File: config.mk
export PLATFORM = sky130hd
export DESIGN_NAME = vga_frame_capture
export DESIGN_NICKNAME = d
export VERILOG_FILES = /design/src/rtl/vga_frame_capture.sv
export SDC_FILE = /design/constraint.sdc
export NUM_CORES = 1
export LEC_CHECK = 0
export ABC_CLOCK_PERIOD_IN_PS = 2800
export CAP_MARGIN = 15
export CORE_ASPECT_RATIO = 0.6
export CORE_UTILIZATION = 51
export CTS_CLUSTER_DIAMETER = 80
export DETAILED_ROUTE_END_ITERATION = 16
export PLACE_DENSITY = 0.8
export SLEW_MARGIN = 20
export SYNTH_ARGS = -nofsm -noshare
export SYNTH_HDL_FRONTEND = slang
export SYNTH_SLANG_ARGS = --single-unit
export TNS_END_PERCENT = 100
File: constraint.sdc
create_clock -name vga_clk -period 2.8 [get_ports vga_clk]
set_clock_uncertainty 0.1 [all_clocks]
set_input_delay 0.56 -clock vga_clk [delete_from_list [all_inputs] [get_ports vga_clk]]
set_output_delay 0.56 -clock vga_clk [all_outputs]
set_load 0.1 [all_outputs]
File: src/rtl/vga_frame_capture.sv
// Captures one VGA frame (or a continuous stream of frames) into a linear framebuffer.
// Pixels are written one cycle after they are sampled, at an address driven by a counter.
module vga_frame_capture #(
  parameter int unsigned H_ACTIVE = 800,
  parameter int unsigned V_ACTIVE = 600,
  parameter int unsigned ADDR_W   = 19
) (
  input  logic              vga_clk,
  input  logic              reset,
  input  logic              arm,
  input  logic              continuous,
  input  logic              blank_n,
  input  logic              VS,
  input  logic [7:0]        red,
  input  logic [7:0]        green,
  input  logic [7:0]        blue,
  output logic [ADDR_W-1:0] wr_addr,
  output logic [23:0]       wr_data,
  output logic              we,
  output logic              busy,
  output logic              frame_done,
  output logic              frame_err
);

  localparam int unsigned COL_W  = $clog2(H_ACTIVE + 1);
  localparam int unsigned LINE_W = $clog2(V_ACTIVE + 1);

  localparam logic [COL_W-1:0]  ColMax  = COL_W'(H_ACTIVE);
  localparam logic [LINE_W-1:0] LineMax = LINE_W'(V_ACTIVE);

  localparam logic [1:0] StIdle    = 2'd0;
  localparam logic [1:0] StArmed   = 2'd1;
  localparam logic [1:0] StCapture = 2'd2;

  logic [1:0]        state_q, state_d;
  logic [COL_W-1:0]  col_q, col_d;
  logic [LINE_W-1:0] line_q, line_d;
  logic [ADDR_W-1:0] addr_q, addr_d;
  logic [ADDR_W-1:0] wr_addr_q, wr_addr_d;
  logic [23:0]       wr_data_q, wr_data_d;
  logic              we_q, we_d;
  logic              done_q, done_d;
  logic              err_q, err_d;
  logic              vs_prev_q;
  logic              blank_prev_q;

  logic vs_start;
  logic line_end;

  assign vs_start = ~VS & vs_prev_q;
  assign line_end = ~blank_n & blank_prev_q;

  always_comb begin
    state_d   = state_q;
    col_d     = col_q;
    line_d    = line_q;
    addr_d    = addr_q;
    wr_addr_d = wr_addr_q;
    wr_data_d = wr_data_q;
    we_d      = 1'b0;
    done_d    = 1'b0;
    err_d     = err_q;

    case (state_q)
      StIdle: begin
        if (arm) begin
          state_d = StArmed;
          err_d   = 1'b0;
        end
      end

      // An edge coincident with arm was seen in StIdle, so it never reaches here.
      StArmed: begin
        if (vs_start) begin
          state_d = StCapture;
          col_d   = '0;
          line_d  = '0;
          addr_d  = '0;
        end
      end

      StCapture: begin
        if (vs_start) begin
          done_d  = 1'b1;
          if (line_q != LineMax) err_d = 1'b1;
          col_d   = '0;
          line_d  = '0;
          addr_d  = '0;
          state_d = continuous ? StCapture : StIdle;
        end else if (line_end) begin
          if (col_q != ColMax) err_d = 1'b1;
          if (line_q != LineMax) line_d = line_q + 1'b1;
          col_d = '0;
        end else if (blank_n) begin
          if ((col_q < ColMax) && (line_q < LineMax)) begin
            we_d      = 1'b1;
            wr_addr_d = addr_q;
            wr_data_d = {red, green, blue};
            addr_d    = addr_q + 1'b1;
            col_d     = col_q + 1'b1;
          end else begin
            // Overrun or extra line: pixel dropped, col stays saturated.
            err_d = 1'b1;
          end
        end
      end

      default: state_d = StIdle;
    endcase
  end

  always_ff @(posedge vga_clk) begin
    if (reset) begin
      state_q      <= StIdle;
      col_q        <= '0;
      line_q       <= '0;
      addr_q       <= '0;
      wr_addr_q    <= '0;
      wr_data_q    <= '0;
      we_q         <= 1'b0;
      done_q       <= 1'b0;
      err_q        <= 1'b0;
      vs_prev_q    <= 1'b1;
      blank_prev_q <= 1'b0;
    end else begin
      state_q      <= state_d;
      col_q        <= col_d;
      line_q       <= line_d;
      addr_q       <= addr_d;
      wr_addr_q    <= wr_addr_d;
      wr_data_q    <= wr_data_d;
      we_q         <= we_d;
      done_q       <= done_d;
      err_q        <= err_d;
      vs_prev_q    <= VS;
      blank_prev_q <= blank_n;
    end
  end

  assign wr_addr    = wr_addr_q;
  assign wr_data    = wr_data_q;
  assign we         = we_q;
  assign busy       = (state_q != StIdle);
  assign frame_done = done_q;
  assign frame_err  = err_q;

endmodule

==> results of run 1 <==
cell usage after synthesis (2+ instances only):
cell type | instances | area [um^2]
or3_1 | 11 | 68.82
a21oi_1 | 68 | 340.3
or2_2 | 2 | 12.51
and2_1 | 3 | 18.77
a2111oi_0 | 3 | 26.28
nand2_1 | 109 | 409.1
o211ai_1 | 3 | 22.52
clkbuf_1 | 15 | 56.30
ha_1 | 8 | 100.1
nor3_1 | 7 | 35.03
o21ai_0 | 19 | 95.09
and3_1 | 5 | 31.28
mux2_2 | 4 | 45.04
o31ai_1 | 4 | 30.03
dfxtp_1 | 89 | 1782
and4_1 | 2 | 17.52
buf_2 | 6 | 30.03
a21o_1 | 2 | 15.01
nor2_1 | 24 | 90.09
nor2b_1 | 4 | 25.02
nand4_1 | 10 | 62.56
xnor2_1 | 10 | 87.58
nand3_1 | 17 | 85.08
inv_1 | 17 | 63.81
a211oi_1 | 9 | 67.56
nand2b_1 | 2 | 12.51
or4_1 | 5 | 37.54
o2111ai_1 | 2 | 17.52
cells in the final DEF, fill, tap and decap left out, types with 2 or more instances in the layout:
| cell | synthesis | routed |
|---|---|---|
| nand4_1 | 10 | 10 |
| a2111oi_0 | 3 | 3 |
| o211ai_1 | 3 | 3 |
| dfxtp_1 | 89 | 89 |
| o31ai_1 | 4 | 4 |
| clkbuf_1 | 15 | 3 |
| xnor2_1 | 10 | 10 |
| or4_1 | 5 | 5 |
| nand2_1 | 109 | 109 |
| or2_2 | 2 | 2 |
| a21oi_1 | 68 | 68 |
| and2_1 | 3 | 3 |
| a211oi_1 | 9 | 9 |
| clkdlybuf4s50_1 | 0 | 28 |
| mux2_2 | 4 | 4 |
| buf_4 | 0 | 59 |
| ha_1 | 8 | 8 |
| o2111ai_1 | 2 | 2 |
| a21o_1 | 2 | 2 |
| o21ai_0 | 19 | 19 |
| nand3_1 | 17 | 17 |
| nor2b_1 | 4 | 4 |
| and3_1 | 5 | 5 |
| nand2b_1 | 2 | 2 |
| clkbuf_16 | 0 | 9 |
| nor3_1 | 7 | 7 |
| or3_1 | 11 | 11 |
| inv_1 | 17 | 17 |
| nor2_1 | 24 | 23 |
| and4_1 | 2 | 2 |
| clkinv_2 | 0 | 2 |
stage by stage:
stage,cell area (um^2),cells,total power [mW]
final,4981,669,3.579
after global routing,4981,669,3.717
after CTS,4981,669,3.582
after detailed placement,4691,653,2.403
after global placement,4691,653,2.380
after floorplan,3905,483,2.100
worst min-delay path, delay by kind of cell, from the launching register on:
family	cells	cell delay [ps]
flops	1	310
simple gates	1	50
compound gates	1	50
power by group through the flow:
stage	logic, mW	clock network, mW	registers, mW
floorplan	0.504	0	1.60
global placement	1.00	0	1.38
detailed placement	1.02	0	1.38
CTS	1.03	1.20	1.36
global route	1.10	1.25	1.36
finish	1.03	1.19	1.36
routing by layer:
| metal | routed length (um) | GRT usage | up-vias |
|---|---|---|---|
| met4 | 78 | 0.06061 | 0 |
| met3 | 853 | 0.1058 | 10 |
| met5 | 0 | 0 | - |
| li1 | - | - | 1836 |
| met2 | 3993 | 0.3695 | 121 |
| met1 | 4596 | 0.3503 | 1699 |
final cells by class:
cell class                 count  share of cell area
multi-input combinational    354              0.3949
inverter                      17             0.01281
sequential                    89              0.3577
tap                          104             0.02612
clock buffer                  13             0.05024
clock inverter                 3            0.008038
timing repair buffer          89              0.1502
cells by family after synthesis:
group,count (synthesis),share of synthesized area
AO/OA/AOI/OAI,124,0.1974
XOR/XNOR,11,0.02467
adder cells (fa/ha/maj),8,0.02563
buffers and inverters,40,0.04069
flip-flops,89,0.4563
multiplexers,4,0.01153
AND/OR/NAND/NOR,207,0.2438
how the worst max path moves through the flow:
stage                                    to  slack, ps  cells past startpoint
floorplan           addr_q[15]$_SDFFE_PP0P_        670                      7
detailed placement   addr_q[7]$_SDFFE_PP0P_        110                      6
global placement     addr_q[7]$_SDFFE_PP0P_        170                      6
global route          col_q[4]$_SDFFE_PP0P_        270                      6
CTS                  line_q[7]$_SDFFE_PP0P_        450                      6
finish               line_q[7]$_SDFFE_PP0P_        410                      6
sequential cells by signal (all words and copies together) (netlist names):
signal and flops:
we 1, blank_prev_q 1, frame_err 1, state_q 2, line_q 10, wr_addr 19, addr_q 19, vs_prev_q 1
frame_done 1, wr_data 24, col_q 10
==> impl_metrics.sql, run 1 <==
INSERT INTO impl_metrics (metric_group, metric, value, unit) VALUES
('outcome', 'status', 'completed', ''),
('detailed_routing', 'drtIter0Drc', '272', ''),
('clock_tree', 'clock_sinks', '89', ''),
('clock_tree', 'cts_hold_buf', '0', ''),
('cells_and_area', 'multi_input_area', '1967', 'um^2'),
('timing', 'maxSlewHeadroom', '0.4927', ''),
('critical_path', 'critical_path.n_buffers_inverters', '1', ''),
('yosys', 'synth_top_flop_cell', 'dfxtp_1', ''),
('power', 'netSwitchingPower', '1.247', 'mW'),
('critical_path', 'critical-path-slowest-cell', 'clkdlybuf4s50_1', ''),
('critical_path', 'cp_slowest_stage_delay', '450', 'ps'),
('grt', 'grt_use_total', '0.2549', ''),
('cells_and_area', 'finalNetCount', '598', ''),
('timing', 'final_setup_violation_count', '0', ''),
('place', 'place.detailed.hpwl', '6723', 'um'),
('cells_and_area', 'fillers', '619', ''),
('yosys', 'ys_ff_latch', '89', ''),
('clock_tree', 'ctsLongestPathBuffers', '2', ''),
('floorplan', 'die_h', '69.78', 'um'),
('critical_path', 'r2r_cells', '6', ''),
('critical_path', 'crit_path_cell_trace', 'clkdlybuf4s50_1, nand2b_1, nand3_1, nand4_1, or3_1, a21oi_1', ''),
('timing', 'maxSlewViolCount', '0', ''),
('worst_hold_path', 'hold_path_end', 'wr_addr[4]$_SDFFE_PP0P_', ''),
('critical_path', 'r2r_endpoint', 'col_q[9]$_SDFFE_PP0P_', ''),
('power', 'intPower', '2.332', 'mW'),
('clock_tree', 'postCtsSetupRepairBufs', '0', ''),
('worst_hold_path', 'worst_hold_startpoint', 'wr_addr[4]$_SDFFE_PP0P_', ''),
('worst_hold_path', 'min_path_cells', '2', ''),
('detailed_routing', 'drcViolationCount', '0', ''),
('yosys', 'synth.yosys.seq_area_share', '0.4563', ''),
('timing', 'hold_viol', '0', ''),
('critical_path', 'startpoint_kind_of_the_worst_setup_timing_path', 'input port', ''),
('clock_tree', 'cts-buffers-inserted', '9', ''),
('critical_path', 'crit_fanout', '11', ''),
('yosys', 'post_synth_num_cell_types', '51', ''),
('yosys', 'synth.yosys.warnings', '0', ''),
('run', 'cap_viol_max_count', '0', ''),
('clock_tree', 'tritoncts_clock_tree', 'done', ''),
('floorplan', 'fp.dieArea', '8022', 'um^2'),
('place', 'gp_routability_congestion', '0.8273', ''),
('timing', 'fmax', '418.0', 'MHz'),
('timing', 'fin_setup_tns', '0', 'ps'),
('detailed_routing', 'dr_total_vias', '3666', ''),
('yosys', 'async_reset_ff_frac', '0', ''),
('place', 'io_buffers', '76', ''),
('yosys', 'mapped_cell_area', '3905', 'um^2'),
('floorplan', 'rows', '24', ''),
('grt', 'first_global_vias', '3423', ''),
('detailed_routing', 'finalWirelength', '9522', 'um'),
('critical_path', 'worst_path_dominant_cell_family', 'simple AND/OR/NAND/NOR gates', ''),
('floorplan', 'floorplan.initialDensity', '0.5330', ''),
('clock_tree', 'cts_resizes', '0', ''),
('place', 'pre_cts_ws', '111.8', 'ps'),
('critical_path', 'timing.critical_path.from', 'VS', ''),
('worst_hold_path', 'hold_class', 'reg2reg', ''),
('power', 'power_per_cell_area', '718.5', 'nW/um^2'),
('critical_path', 'crit_arrival', '2560', 'ps'),
('critical_path', 'r2r_slack', '490', 'ps'),
('cells_and_area', 'fin_util', '0.6798', ''),
('yosys', 'synth.net_count', '521', ''),
('clock_tree', 'cts_htree_levels', '3', ''),
('grt', 'gr-total-overflow', '0', ''),
('critical_path', 'crit_path_end_kind', 'flip-flop', ''),
('timing', 'post-route-min-period', '2393', 'ps'),
('grt', 'grt_antenna_before_repair', '0', ''),
('power', 'power.static_leakage', '1.738', 'nW'),
('floorplan', 'core', '7327', 'um^2'),
('yosys', 'synthesis.instances', '483', ''),
('grt', 'grt_max_degree', '45', ''),
('cells_and_area', 'num_antenna_cells', '0', ''),
('yosys', 'synth_edf_count', '0', '');
Note: power is estimated with default switching activity, not from simulation.
==> run 2, diff against run 1 <==
--- a/config.mk
+++ b/config.mk
@@ -8,10 +8,10 @@
 export ABC_CLOCK_PERIOD_IN_PS = 2800
 export CAP_MARGIN = 15
 export CORE_ASPECT_RATIO = 0.6
-export CORE_UTILIZATION = 51
+export CORE_UTILIZATION = 25
 export CTS_CLUSTER_DIAMETER = 80
 export DETAILED_ROUTE_END_ITERATION = 16
-export PLACE_DENSITY = 0.8
+export PLACE_DENSITY = 0.46
 export SLEW_MARGIN = 20
 export SYNTH_ARGS = -nofsm -noshare
 export SYNTH_HDL_FRONTEND = slang
==> impl_metrics.sql, run 2 (synthesized netlist as in run 1, its figures left out) <==
INSERT INTO impl_metrics (metric_group, metric, value, unit) VALUES
('grt', 'grt_max_degree', '39', ''),
('floorplan', 'die_width', '163.4', 'um'),
('critical_path', 'r2r_cells', '5', ''),
('power', 'netSwitchingPower', '1.307', 'mW'),
('grt', 'met2_use_gr', '0.1904', ''),
('timing', 'rsz0062_at_grt', 'no', ''),
('worst_hold_path', 'worst_hold_startpoint', 'wr_addr[2]$_SDFFE_PP0P_', ''),
('power', 'clock_power_share', '0.325', ''),
('floorplan', 'floorplan.initialDensity', '0.2630', ''),
('place', 'gp_routability_congestion', '0.7701', ''),
('power', 'power_switching_share', '0.3651', ''),
('timing', 'fmax', '423.2', 'MHz'),
('floorplan', 'core', '14850', 'um^2'),
('detailed_routing', 'ant_nets', '0', ''),
('place', 'place.detailed.hpwl', '7999', 'um'),
('critical_path', 'r2r_endpoint', 'col_q[8]$_SDFFE_PP0P_', ''),
('detailed_routing', 'drcViolationCount', '0', ''),
('cells_and_area', 'fraction_of_final_layout_cells_sized_beyond_drive_strength_1', '0.1681', ''),
('timing', 'maxSlewHeadroom', '0.5007', ''),
('detailed_routing', 'dr_total_vias', '3666', ''),
('critical_path', 'critical-path-slowest-cell', 'a2111oi_0', ''),
('cells_and_area', 'post_layout_nonfiller_instances', '769', ''),
('detailed_routing', 'avgViaCountPerCell', '4.767', ''),
('clock_tree', 'clock_root_buffer', 'clkbuf_16', ''),
('grt', 'grt_pass1_wl', '18100', 'um'),
('cells_and_area', 'area_delta_synth_final', '31.66', '%'),
('timing', 'fin_setup_tns', '0', 'ps'),
('clock_tree', 'tritoncts_clock_tree', 'done', ''),
('floorplan', 'rows', '34', ''),
('cells_and_area', 'num_antenna_cells', '0', ''),
('place', 'dpl_cell_area', '4858', 'um^2'),
('floorplan', 'die_h', '98.81', 'um'),
('critical_path', 'cp_slowest_stage_delay', '530', 'ps'),
('timing', 'worst-slew-pin-transition', '741.1', 'ps'),
('clock_tree', 'cts_resizes', '0', ''),
('critical_path', 'startpoint_kind_of_the_worst_setup_timing_path', 'input port', ''),
('timing', 'maxSlewViolCount', '0', ''),
('worst_hold_path', 'hold_path_end', 'wr_addr[2]$_SDFFE_PP0P_', ''),
('power', 'max-vdd-ir-drop', '581.9', 'uV'),
('place', 'placed_cells', '753', ''),
('cells_and_area', 'post-route-cell-area', '5141', 'um^2'),
('grt', 'gr-total-overflow', '0', ''),
('grt', 'top_usage_layer', 'met1', ''),
('grt', 'grt_use_total', '0.1437', ''),
('power', 'power_frac_seq', '0.379', ''),
('grt', 'first_global_vias', '3514', ''),
('critical_path', 'critical_path.n_buffers_inverters', '2', ''),
('critical_path', 'crit_path_cell_trace', 'clkdlybuf4s50_1, nand2b_1, and2_1, buf_4, a2111oi_0, xnor2_1, nor2_1', ''),
('clock_tree', 'cts_htree_levels', '3', ''),
('run', 'cap_viol_max_count', '0', ''),
('power', 'power.static_leakage', '1.762', 'nW'),
('clock_tree', 'worst_skew_pair.late_latency', '340', 'ps'),
('power', 'pwr-share-comb', '0.296', ''),
('power', 'power_per_cell_area', '696.4', 'nW/um^2'),
('clock_tree', 'postCtsSetupRepairBufs', '0', ''),
('power', 'power.total', '3.581', 'mW'),
('grt', 'grt_use_met1', '0.1994', ''),
('critical_path', 'crit_arrival', '2500', 'ps'),
('detailed_routing', 'drt-pass1-iter-count', '4', ''),
('clock_tree', 'cts-buffers-inserted', '9', ''),
('cells_and_area', 'finalNetCount', '604', ''),
('detailed_routing', 'finalWirelength', '11180', 'um'),
('cells_and_area', 'leading_cell_types_in_the_layout_fill_and_taps_excluded', 'nand2_1, dfxtp_1, a21oi_1, buf_4, clkdlybuf4s50_1', ''),
('grt', 'grt_antenna_before_repair', '0', ''),
('timing', 'final_setup_violation_count', '0', ''),
('timing', 'fin_crit_sh', '0.8439', ''),
('critical_path', 'worstPathRequired', '2940', 'ps'),
('critical_path', 'setup.worst_path.class', 'in2reg', ''),
('clock_tree', 'clk_pin_slew', '60', 'ps'),
('clock_tree', 'clock_sinks', '89', ''),
('detailed_routing', 'routed_wire_length_per_instance', '14.54', 'um'),
('critical_path', 'worst_path_dominant_cell_family', 'simple AND/OR/NAND/NOR gates', ''),
('place', 'io_buffers', '76', ''),
('critical_path', 'timing.rr.start', 'line_q[5]$_SDFFE_PP0P_', ''),
('timing', 'hold_viol', '0', ''),
('cells_and_area', 'layout_commonest_cell', 'nand2_1', ''),
('critical_path', 'crit_path_end_kind', 'flip-flop', ''),
('cells_and_area', 'largest_register_ffs', '24', ''),
('clock_tree', 'cts_hold_buf', '0', ''),
('detailed_routing', 'drtIter0Drc', '199', ''),
('critical_path', 'crit_fanout', '7', ''),
('worst_hold_path', 'hold_class', 'reg2reg', ''),
('power', 'intPower', '2.273', 'mW'),
('floorplan', 'fp.dieArea', '16140', 'um^2'),
('clock_tree', 'ctsLongestPathBuffers', '2', ''),
('floorplan', 'ioPinCount', '77', ''),
('grt', 'grt_util_met3', '0.07744', ''),
('critical_path', 'r2r_slack', '520', 'ps'),
('worst_hold_path', 'min_path_cells', '2', ''),
('outcome', 'status', 'completed', ''),
('timing', 'post-route-min-period', '2363', 'ps');
## run 2: final cells by class
type	instances	area, um^2
clock inverters	5	30.03
fillers	1589	9706
repair buffers	95	793.3
well taps	198	247.7
multi-input cells	354	1972
flip-flops and latches	89	1782
clock buffers	11	252.7
inverters	17	63.81
## run 2: per-layer routing
| metal | share of wire | up-vias | routed length, um |
|---|---|---|---|
| met5 | 0 | - | 0 |
| met4 | 0.0063 | 0 | 70 |
| met3 | 0.10 | 6 | 1134 |
| li1 | - | 1851 | - |
| met2 | 0.37 | 107 | 4126 |
| met1 | 0.52 | 1702 | 5850 |
## run 2: worst max-delay path by stage
stage / endpoint / startpoint / depth (start not counted) / slack [ps]
2_1_floorplan: addr_q[15]$_SDFFE_PP0P_ / VS / 7 / 670
3_3_place_gp: addr_q[10]$_SDFFE_PP0P_ / VS / 7 / 140
3_5_place_dp: addr_q[7]$_SDFFE_PP0P_ / blank_n / 6 / 100
4_1_cts: addr_q[17]$_SDFFE_PP0P_ / VS / 7 / 450
5_1_grt: addr_q[12]$_SDFFE_PP0P_ / blank_n / 6 / 300
6_report: addr_q[17]$_SDFFE_PP0P_ / VS / 7 / 440
## run 2: metrics by stage
step	setup WS (ps)	hold slack (ps)	util
2_1_floorplan	671.6	345.3	-
3_5_place_dp	101.0	350.7	0.3272
3_3_place_gp	140.2	343.9	0.3272
5_1_grt	303.4	374.9	0.3463
6_report	437.0	356.0	0.3463
4_1_cts	452.4	361.0	0.3463
## run 2: tightest hold or removal path, stage by stage (launching register included)
cell,delay (ps)
dfxtp_1,310
nand2_1,50
a21oi_1,50
## run 2: power by group through the flow
stage | logic [mW] | registers [mW] | clock network (mW)
floorplan | 0.504 | 1.60 | 0
global placement | 1.05 | 1.38 | 0
detailed placement | 1.06 | 1.38 | 0
CTS | 1.06 | 1.36 | 1.19
global route | 1.14 | 1.36 | 1.26
finish | 1.06 | 1.36 | 1.16
